[src/rtl/cpu_bus_responder_if.sv]
// rtl/cpu_bus_responder_if.sv - CPU memory bus return-path signal bundle
interface cpu_bus_responder_if;
   logic        cpu_mem_valid;
   logic [3:0]  cpu_wstrb;
   logic        cpu_ram_en;
   logic        vdp_en;
   logic        status_en;
   logic        dsp_en;
   logic        flash_read_en;
   logic [31:0] cpu_ram_rdata;
   logic [31:0] status_rdata;
   logic [31:0] dsp_rdata;
   logic [31:0] vdp_rdata;
   logic        vdp_ready;
   logic [31:0] flash_rdata;
   logic        flash_ready;
   logic        bus_error_clear;
   logic        cpu_mem_ready;
   logic [31:0] cpu_mem_rdata;
   logic        bus_error;

   modport master (
      output cpu_mem_valid, cpu_wstrb,
      output cpu_ram_en, vdp_en, status_en, dsp_en, flash_read_en,
      output cpu_ram_rdata, status_rdata, dsp_rdata,
      output vdp_rdata, vdp_ready, flash_rdata, flash_ready,
      output bus_error_clear,
      input  cpu_mem_ready, cpu_mem_rdata, bus_error
   );

   modport slave (
      input  cpu_mem_valid, cpu_wstrb,
      input  cpu_ram_en, vdp_en, status_en, dsp_en, flash_read_en,
      input  cpu_ram_rdata, status_rdata, dsp_rdata,
      input  vdp_rdata, vdp_ready, flash_rdata, flash_ready,
      input  bus_error_clear,
      output cpu_mem_ready, cpu_mem_rdata, bus_error
   );
endinterface

[src/rtl/cpu_bus_responder.sv]
// rtl/cpu_bus_responder.sv - CPU bus response FSM with watchdog and sticky fault flag
module cpu_bus_responder #(
   parameter int unsigned TIMEOUT_CYCLES = 255,
   parameter logic [31:0] ERROR_RDATA    = 32'hFFFF_FFFF
) (
   input  logic                clk,
   input  logic                reset,
   cpu_bus_responder_if.slave  bus
);

   typedef enum logic [1:0] {
      ST_IDLE,
      ST_WAIT,
      ST_DONE
   } state_e;

   typedef enum logic [2:0] {
      TGT_NONE,
      TGT_RAM,
      TGT_VDP,
      TGT_STATUS,
      TGT_DSP,
      TGT_FLASH
   } target_e;

   localparam logic [7:0] LAST_WAIT = 8'(TIMEOUT_CYCLES - 1);

   state_e      state_q, state_d;
   target_e     target_q, target_d;
   logic        write_q, write_d;
   logic [7:0]  cnt_q, cnt_d;
   logic        ready_q, ready_d;
   logic [31:0] rdata_q, rdata_d;
   logic        err_q, err_d;
   logic        err_set;

   logic [4:0]  en_vec;
   logic        en_one_hot;
   target_e     sel_target;
   logic [31:0] fixed_rdata;
   logic        var_ready;
   logic [31:0] var_rdata;

   assign en_vec = {bus.cpu_ram_en, bus.vdp_en, bus.status_en, bus.dsp_en, bus.flash_read_en};
   assign en_one_hot = (en_vec != 5'd0) && ((en_vec & (en_vec - 5'd1)) == 5'd0);

   always_comb begin
      sel_target = TGT_NONE;
      if (bus.cpu_ram_en)         sel_target = TGT_RAM;
      else if (bus.vdp_en)        sel_target = TGT_VDP;
      else if (bus.status_en)     sel_target = TGT_STATUS;
      else if (bus.dsp_en)        sel_target = TGT_DSP;
      else if (bus.flash_read_en) sel_target = TGT_FLASH;
   end

   always_comb begin
      fixed_rdata = 32'd0;
      case (target_q)
         TGT_RAM:    fixed_rdata = bus.cpu_ram_rdata;
         TGT_STATUS: fixed_rdata = bus.status_rdata;
         TGT_DSP:    fixed_rdata = bus.dsp_rdata;
         default:    fixed_rdata = 32'd0;
      endcase
   end

   assign var_ready = (target_q == TGT_VDP) ? bus.vdp_ready : bus.flash_ready;
   assign var_rdata = (target_q == TGT_VDP) ? bus.vdp_rdata : bus.flash_rdata;

   always_comb begin
      state_d  = state_q;
      target_d = target_q;
      write_d  = write_q;
      cnt_d    = cnt_q;
      ready_d  = 1'b0;
      rdata_d  = rdata_q;
      err_set  = 1'b0;

      case (state_q)
         ST_IDLE: begin
            if (bus.cpu_mem_valid && en_one_hot) begin
               state_d  = ST_WAIT;
               target_d = sel_target;
               write_d  = |bus.cpu_wstrb;
               cnt_d    = 8'd0;
            end
         end

         ST_WAIT: begin
            case (target_q)
               TGT_RAM, TGT_STATUS, TGT_DSP: begin
                  state_d = ST_DONE;
                  ready_d = 1'b1;
                  rdata_d = write_q ? 32'd0 : fixed_rdata;
               end
               TGT_VDP, TGT_FLASH: begin
                  // Flash is read-only: a write is faulted immediately, without waiting.
                  if (target_q == TGT_FLASH && write_q) begin
                     state_d = ST_DONE;
                     ready_d = 1'b1;
                     rdata_d = 32'd0;
                     err_set = 1'b1;
                  end else if (var_ready) begin
                     state_d = ST_DONE;
                     ready_d = 1'b1;
                     rdata_d = write_q ? 32'd0 : var_rdata;
                  end else if (cnt_q == LAST_WAIT) begin
                     state_d = ST_DONE;
                     ready_d = 1'b1;
                     rdata_d = write_q ? 32'd0 : ERROR_RDATA;
                     err_set = 1'b1;
                  end else begin
                     cnt_d = cnt_q + 8'd1;
                  end
               end
               default: state_d = ST_IDLE;
            endcase
         end

         ST_DONE: state_d = ST_IDLE;

         default: state_d = ST_IDLE;
      endcase
   end

   always_comb begin
      err_d = err_q;
      if (bus.bus_error_clear) err_d = 1'b0;
      if (err_set)             err_d = 1'b1;
   end

   always_ff @(posedge clk or posedge reset) begin
      if (reset) begin
         state_q  <= ST_IDLE;
         target_q <= TGT_NONE;
         write_q  <= 1'b0;
         cnt_q    <= 8'd0;
         ready_q  <= 1'b0;
         rdata_q  <= 32'd0;
         err_q    <= 1'b0;
      end else begin
         state_q  <= state_d;
         target_q <= target_d;
         write_q  <= write_d;
         cnt_q    <= cnt_d;
         ready_q  <= ready_d;
         rdata_q  <= rdata_d;
         err_q    <= err_d;
      end
   end

   assign bus.cpu_mem_ready = ready_q;
   assign bus.cpu_mem_rdata = rdata_q;
   assign bus.bus_error     = err_q;

endmodule
[src/flat_wrapper.sv]
// flat-port wrapper written by rule: the top's interface ports become plain ports
module cpu_bus_responder_flat 
#(
   parameter int unsigned TIMEOUT_CYCLES = 255,
   parameter logic [31:0] ERROR_RDATA    = 32'hFFFF_FFFF
)
  (clk, reset, bus_cpu_mem_valid, bus_cpu_wstrb, bus_cpu_ram_en, bus_vdp_en, bus_status_en, bus_dsp_en, bus_flash_read_en, bus_cpu_ram_rdata, bus_status_rdata, bus_dsp_rdata, bus_vdp_rdata, bus_vdp_ready, bus_flash_rdata, bus_flash_ready, bus_bus_error_clear, bus_cpu_mem_ready, bus_cpu_mem_rdata, bus_bus_error);
  cpu_bus_responder_if bus_i ();
  input  logic clk;
  input  logic reset;
  input wire logic [$bits(bus_i.cpu_mem_valid)-1:0] bus_cpu_mem_valid;
  input wire logic [$bits(bus_i.cpu_wstrb)-1:0] bus_cpu_wstrb;
  input wire logic [$bits(bus_i.cpu_ram_en)-1:0] bus_cpu_ram_en;
  input wire logic [$bits(bus_i.vdp_en)-1:0] bus_vdp_en;
  input wire logic [$bits(bus_i.status_en)-1:0] bus_status_en;
  input wire logic [$bits(bus_i.dsp_en)-1:0] bus_dsp_en;
  input wire logic [$bits(bus_i.flash_read_en)-1:0] bus_flash_read_en;
  input wire logic [$bits(bus_i.cpu_ram_rdata)-1:0] bus_cpu_ram_rdata;
  input wire logic [$bits(bus_i.status_rdata)-1:0] bus_status_rdata;
  input wire logic [$bits(bus_i.dsp_rdata)-1:0] bus_dsp_rdata;
  input wire logic [$bits(bus_i.vdp_rdata)-1:0] bus_vdp_rdata;
  input wire logic [$bits(bus_i.vdp_ready)-1:0] bus_vdp_ready;
  input wire logic [$bits(bus_i.flash_rdata)-1:0] bus_flash_rdata;
  input wire logic [$bits(bus_i.flash_ready)-1:0] bus_flash_ready;
  input wire logic [$bits(bus_i.bus_error_clear)-1:0] bus_bus_error_clear;
  output wire logic [$bits(bus_i.cpu_mem_ready)-1:0] bus_cpu_mem_ready;
  output wire logic [$bits(bus_i.cpu_mem_rdata)-1:0] bus_cpu_mem_rdata;
  output wire logic [$bits(bus_i.bus_error)-1:0] bus_bus_error;
  assign bus_i.cpu_mem_valid = bus_cpu_mem_valid;
  assign bus_i.cpu_wstrb = bus_cpu_wstrb;
  assign bus_i.cpu_ram_en = bus_cpu_ram_en;
  assign bus_i.vdp_en = bus_vdp_en;
  assign bus_i.status_en = bus_status_en;
  assign bus_i.dsp_en = bus_dsp_en;
  assign bus_i.flash_read_en = bus_flash_read_en;
  assign bus_i.cpu_ram_rdata = bus_cpu_ram_rdata;
  assign bus_i.status_rdata = bus_status_rdata;
  assign bus_i.dsp_rdata = bus_dsp_rdata;
  assign bus_i.vdp_rdata = bus_vdp_rdata;
  assign bus_i.vdp_ready = bus_vdp_ready;
  assign bus_i.flash_rdata = bus_flash_rdata;
  assign bus_i.flash_ready = bus_flash_ready;
  assign bus_i.bus_error_clear = bus_bus_error_clear;
  assign bus_cpu_mem_ready = bus_i.cpu_mem_ready;
  assign bus_cpu_mem_rdata = bus_i.cpu_mem_rdata;
  assign bus_bus_error = bus_i.bus_error;
  cpu_bus_responder #(.TIMEOUT_CYCLES(TIMEOUT_CYCLES), .ERROR_RDATA(ERROR_RDATA)) u_core (.clk(clk), .reset(reset), .bus(bus_i));
endmodule
[config.mk]
export PLATFORM = sky130hd
export DESIGN_NAME = cpu_bus_responder_flat
export DESIGN_NICKNAME = d
export VERILOG_FILES = /design/src/rtl/cpu_bus_responder_if.sv /design/src/rtl/cpu_bus_responder.sv /design/src/flat_wrapper.sv
export SDC_FILE = /design/constraint.sdc
export NUM_CORES = 1
export LEC_CHECK = 0
export ABC_CLOCK_PERIOD_IN_PS = 2400
export CORE_ASPECT_RATIO = 2
export CORE_MARGIN = 2
export CORE_UTILIZATION = 39
export CTS_CLUSTER_DIAMETER = 100
export DETAILED_ROUTE_END_ITERATION = 10
export PLACE_DENSITY = 0.82
export SETUP_SLACK_MARGIN = 0.4
export SLEW_MARGIN = 15
export SYNTH_ARGS = -nofsm -noshare
export SYNTH_HDL_FRONTEND = slang
export SYNTH_SLANG_ARGS = --single-unit
export TNS_END_PERCENT = 30
[constraint.sdc]
create_clock -name clk -period 2.4 [get_ports clk]
set_clock_uncertainty 0.2 [all_clocks]
set_input_delay 0.6 -clock clk [delete_from_list [all_inputs] [get_ports clk]]
set_output_delay 0.6 -clock clk [all_outputs]
set_load 0.005 [all_outputs]
==> metrics.md <==
| Metric | Value |
|---|---|
| WL final | between 10000 and 15000 um |
| Antenna Nets Post-Route | 0 |
| DRC violations left | 0 |
| I/O Pins | between 200 and 250 |
| Final Cell Area | 6536 sq um |
| Final Critical Period | roughly 2.2 ns |
| First-pass GRT wire length | 21360 um |
| RSZ-0062 raised after global routing | yes |
| Least-Margin Pin Slew | roughly 0.42 ns |
| Clock Power Share | about 15% |
| Final GP Congestion | between 0.8 and 0.9 |
| Die width | between 70 and 80 um |
| Crit Reg-Reg Endpoint | u_core.bus.cpu_mem_rdata[21] |
| Relative slew slack | 72.15% |
| Via count | around 4200 |
| Critical Path AT | ~2.2 ns |
| Register area share after synthesis | between 30% and 40% |
| Die height | around 140 um |
| Depth of the most critical reg-to-reg path | 8 |
| Placed Area | 5973 sq um |
| Maximum capacitance violations | 0 |
| Share of layout cells above drive strength 1 | between 15 and 20% |
| Status | finished, final reports clean |
| Max-slew violations | 0 |
| H-tree level count | 2 |
| Synth Cell Area | approximately 3700 sq um |
| Vias in the first global route | 4341 |
| Power Internal | 2961 uW |
| Tot Pwr | roughly 4600 uW |
| FF-to-FF Start | u_core.target_q[0] |
| Switching Share | between 30% and 40% |
| Initial core utilization | approximately 40% |
| Power density over cell area | 710.1 nW/um^2 |
| CTS Sinks | 48 |
| DRT iter0 DRCs | between 150 and 200 |
| Leading area contributor after synthesis | dfrtp_1 |
| TritonCTS buffer count | 5 |
| GR Overflow Total | 0 |
| Ys async rst share | between 90% and 100% |
| Fin crit share | approximately nine tenths |
| Setup_tns | 0 ns |
| Warnings, synthesis | 0 |
| Setup violators final | 0 |
| List of most frequent post-synthesis cells | dfrtp_1, a21oi_1, nor2_1 |
| Share of the synthesized area in the top cell type | about 33% |
| Routed length per placed instance | between 15 and 20 um |
| Layout Cells excl Fill | between 700 and 800 |
| Top delay family on crit path | buffers and inverters |
| Data required, critical path | 2.37 ns |
| Setup ws final | 0.1957 ns |
| Largest net degree at the start of global routing | 42 |
| Synth cell types | 45 |
| DR vias/cell | approximately 5.6 |
| Top FF cell, synth | dfrtp_1 |
| CP max-delay cell | dfrtp_2 |
| Switch Pwr | 1681 uW |
| Reg2reg setup slack | 0.20 ns |
| Critical Path Start | u_core.target_q[0] |
| Clock latency on the worst-skew pair | 0.28 ns |
| Root Buffer | clkbuf_16 |
| Reg clk slew, reported paths | 0.06 ns |
| VDD IR max | ~0.53 mV |
| Net count reported at finish | roughly 820 |
| Post-DP HPWL | approximately 10000 um |
| Syn nets | roughly 600 |
| CTS tree | yes |
| Crit Path Max Fanout | 12 |
| Diodes inserted | 0 |
| Worst Setup Path Type | register to register |
| Critical path launch point type | register |
| Die area | between 10000 and 15000 sq um |
| Crit. End Element | register |
| Port-buffer cells | between 200 and 250 |
| WP depth | 8 |
| Critical path destination | u_core.bus.cpu_mem_rdata[21] |
| Initial antenna violation count | 0 |
| Most common cell in the netlist | dfrtp_1 |
| CP Buf/Inv Count | 4 |
| Combinational share of power | between 50% and 60% |
| Place WS | -0.1747 ns |
| Crit-path max cell delay | around 0.45 ns |
| Core Rows | 50 |
| Placed cells | around 730 |
| Fmax | approximately 0.45 GHz |
| Overall Global Routing Usage | 26.69% |
| Drt pass-1 iters | 4 |
| Syn Inst Count | between 400 and 500 |
| Leakage | 0.002626 uW |
| Clock buffer depth | 2 |
| Synth Area per Inst | between 8 and 9 sq um |
| Core area | between 9000 and 10000 sq um |
| Layout area overhead | 78.60% |
| Worst hold path class | register to register |
| Reg power frac | a little over a quarter |
| EDFF count, synth | 0 |
| Fillers | about 740 |
| Crit-path cells | nor3b_4, buf_6, buf_4, o21bai_2, o22ai_4, buf_6, buf_12, mux2_2 |
| Crit-path most repeated cell | buf_6 |
| Final Hold Vio Count | 0 |
| Largest cells by area after synthesis | dfrtp_1, mux2i_1, mux2_1 |
| Yosys reg bits | 48 |
| Hold Buf Count CTS | 0 |
==> per-stage QoR <==
| stage | hold WS (ns) | util [%] |
|---|---|---|
| 4_1_cts | 0.2900 | 69.45 |
| 5_1_grt | 0.3290 | 70.59 |
| 3_3_place_gp | 0.2679 | 64.51 |
| 2_1_floorplan | 0.2828 | - |
| 3_5_place_dp | 0.2759 | 64.51 |
| 6_report | 0.3036 | 70.59 |
==> worst min-delay path by stage <==
stage	from	to	cells after the start
CTS	u_core.bus.cpu_mem_rdata[10]	u_core.bus.cpu_mem_rdata[10]	1
global placement	u_core.bus.cpu_mem_rdata[2]	u_core.bus.cpu_mem_rdata[2]	1
finish	u_core.bus.cpu_mem_rdata[29]	u_core.bus.cpu_mem_rdata[29]	1
global route	u_core.bus.cpu_mem_rdata[3]	u_core.bus.cpu_mem_rdata[3]	1
floorplan	u_core.bus.cpu_mem_rdata[0]	u_core.bus.cpu_mem_rdata[0]	1
detailed placement	u_core.bus.cpu_mem_rdata[10]	u_core.bus.cpu_mem_rdata[10]	1
==> cells by family (layout without fill, tap and decap cells) <==
family | after synthesis | after routing | share of synthesized area, %
AO/OA/AOI/OAI | 126 | 126 | 22.05
XOR/XNOR | 2 | 2 | 0.4787
adder cells (fa/ha/maj) | 2 | 2 | 0.6837
buffers and inverters | 48 | 270 | 5.743
flip-flops | 48 | 48 | 32.82
multiplexers | 68 | 68 | 19.76
AND/OR/NAND/NOR | 130 | 130 | 18.46
==> registers in the layout, indices dropped and copies added, names as in the netlist <==
register / count
u_core.bus.bus_error: 1
u_core.bus.cpu_mem_rdata: 32
u_core.bus.cpu_mem_ready: 1
u_core.cnt_q: 8
u_core.state_q: 2
u_core.target_q: 3
u_core.write_q: 1
==> power by group through the flow <==
stage          combinational (uW)  sequential, uW  clock [uW]
4_1_cts                      2630            1240         717
5_1_grt                      2910            1280         754
2_1_floorplan                1210            1220           0
3_3_place_gp                 2350            1220           0
3_5_place_dp                 2400            1240           0
6_report                     2690            1250         702
==> layout by cell type (no fill, tap or decap), drive strengths merged, types with 3 or more instances in the layout <==
cell           count
inv                8
a31oi             34
clkinv             3
nand2              3
nand2b            34
a211oi            32
dfrtp             48
nor2              40
or3                3
o21ai              5
clkbuf             6
nor3              33
mux2              34
clkdlybuf4s50    202
mux2i             34
dlymetal6s2s       4
a21oi             41
buf               45
o22ai              3
==> cell type report <==
| type | count | area (sq um) | area share, % |
|---|---|---|---|
| Tap cell | 104 | 130.1 | 1.991 |
| Sequential cell | 48 | 1205 | 18.43 |
| Clock inverter | 2 | 10.01 | 0.1531 |
| Multi-Input combinational cell | 328 | 2456 | 37.58 |
| Timing Repair Buffer | 253 | 2562 | 39.20 |
| Clock buffer | 6 | 138.9 | 2.125 |
| Inverter | 9 | 33.78 | 0.5168 |
==> worst reg2reg max path, delay by kind of cell, from the launching register on <==
| kind | cells | cell delay (ns) |
|---|---|---|
| compound gates | 2 | 0.34 |
| buf+inv | 4 | 0.54 |
| flops | 1 | 0.45 |
| mux | 1 | 0.35 |
| simple gates | 1 | 0.21 |
==> routing by layer <==
layer / track usage [%] / wire length, um / share of wire, % / up-vias
met5: 0 / 0 / 0 / -
met1: 28.02 / 4694 / 34 / 1999
met3: 4.718 / 772 / 5.6 / 24
li1: - / - / - / 2025
met4: 8.869 / 358 / 2.6 / 0
met2: 51.38 / 7941 / 58 / 161
==> timing repair <==
| item | in CTS | in global routing |
|---|---|---|
| resized for setup | 39 | 22 |
| cloned | 2 | 1 |
| pin swaps | 3 | 3 |
| endpoints found under the setup margin | 47 | 62 |
| buffers inserted | 13 | 1 |
Note: power is estimated with default switching activity, not from simulation.
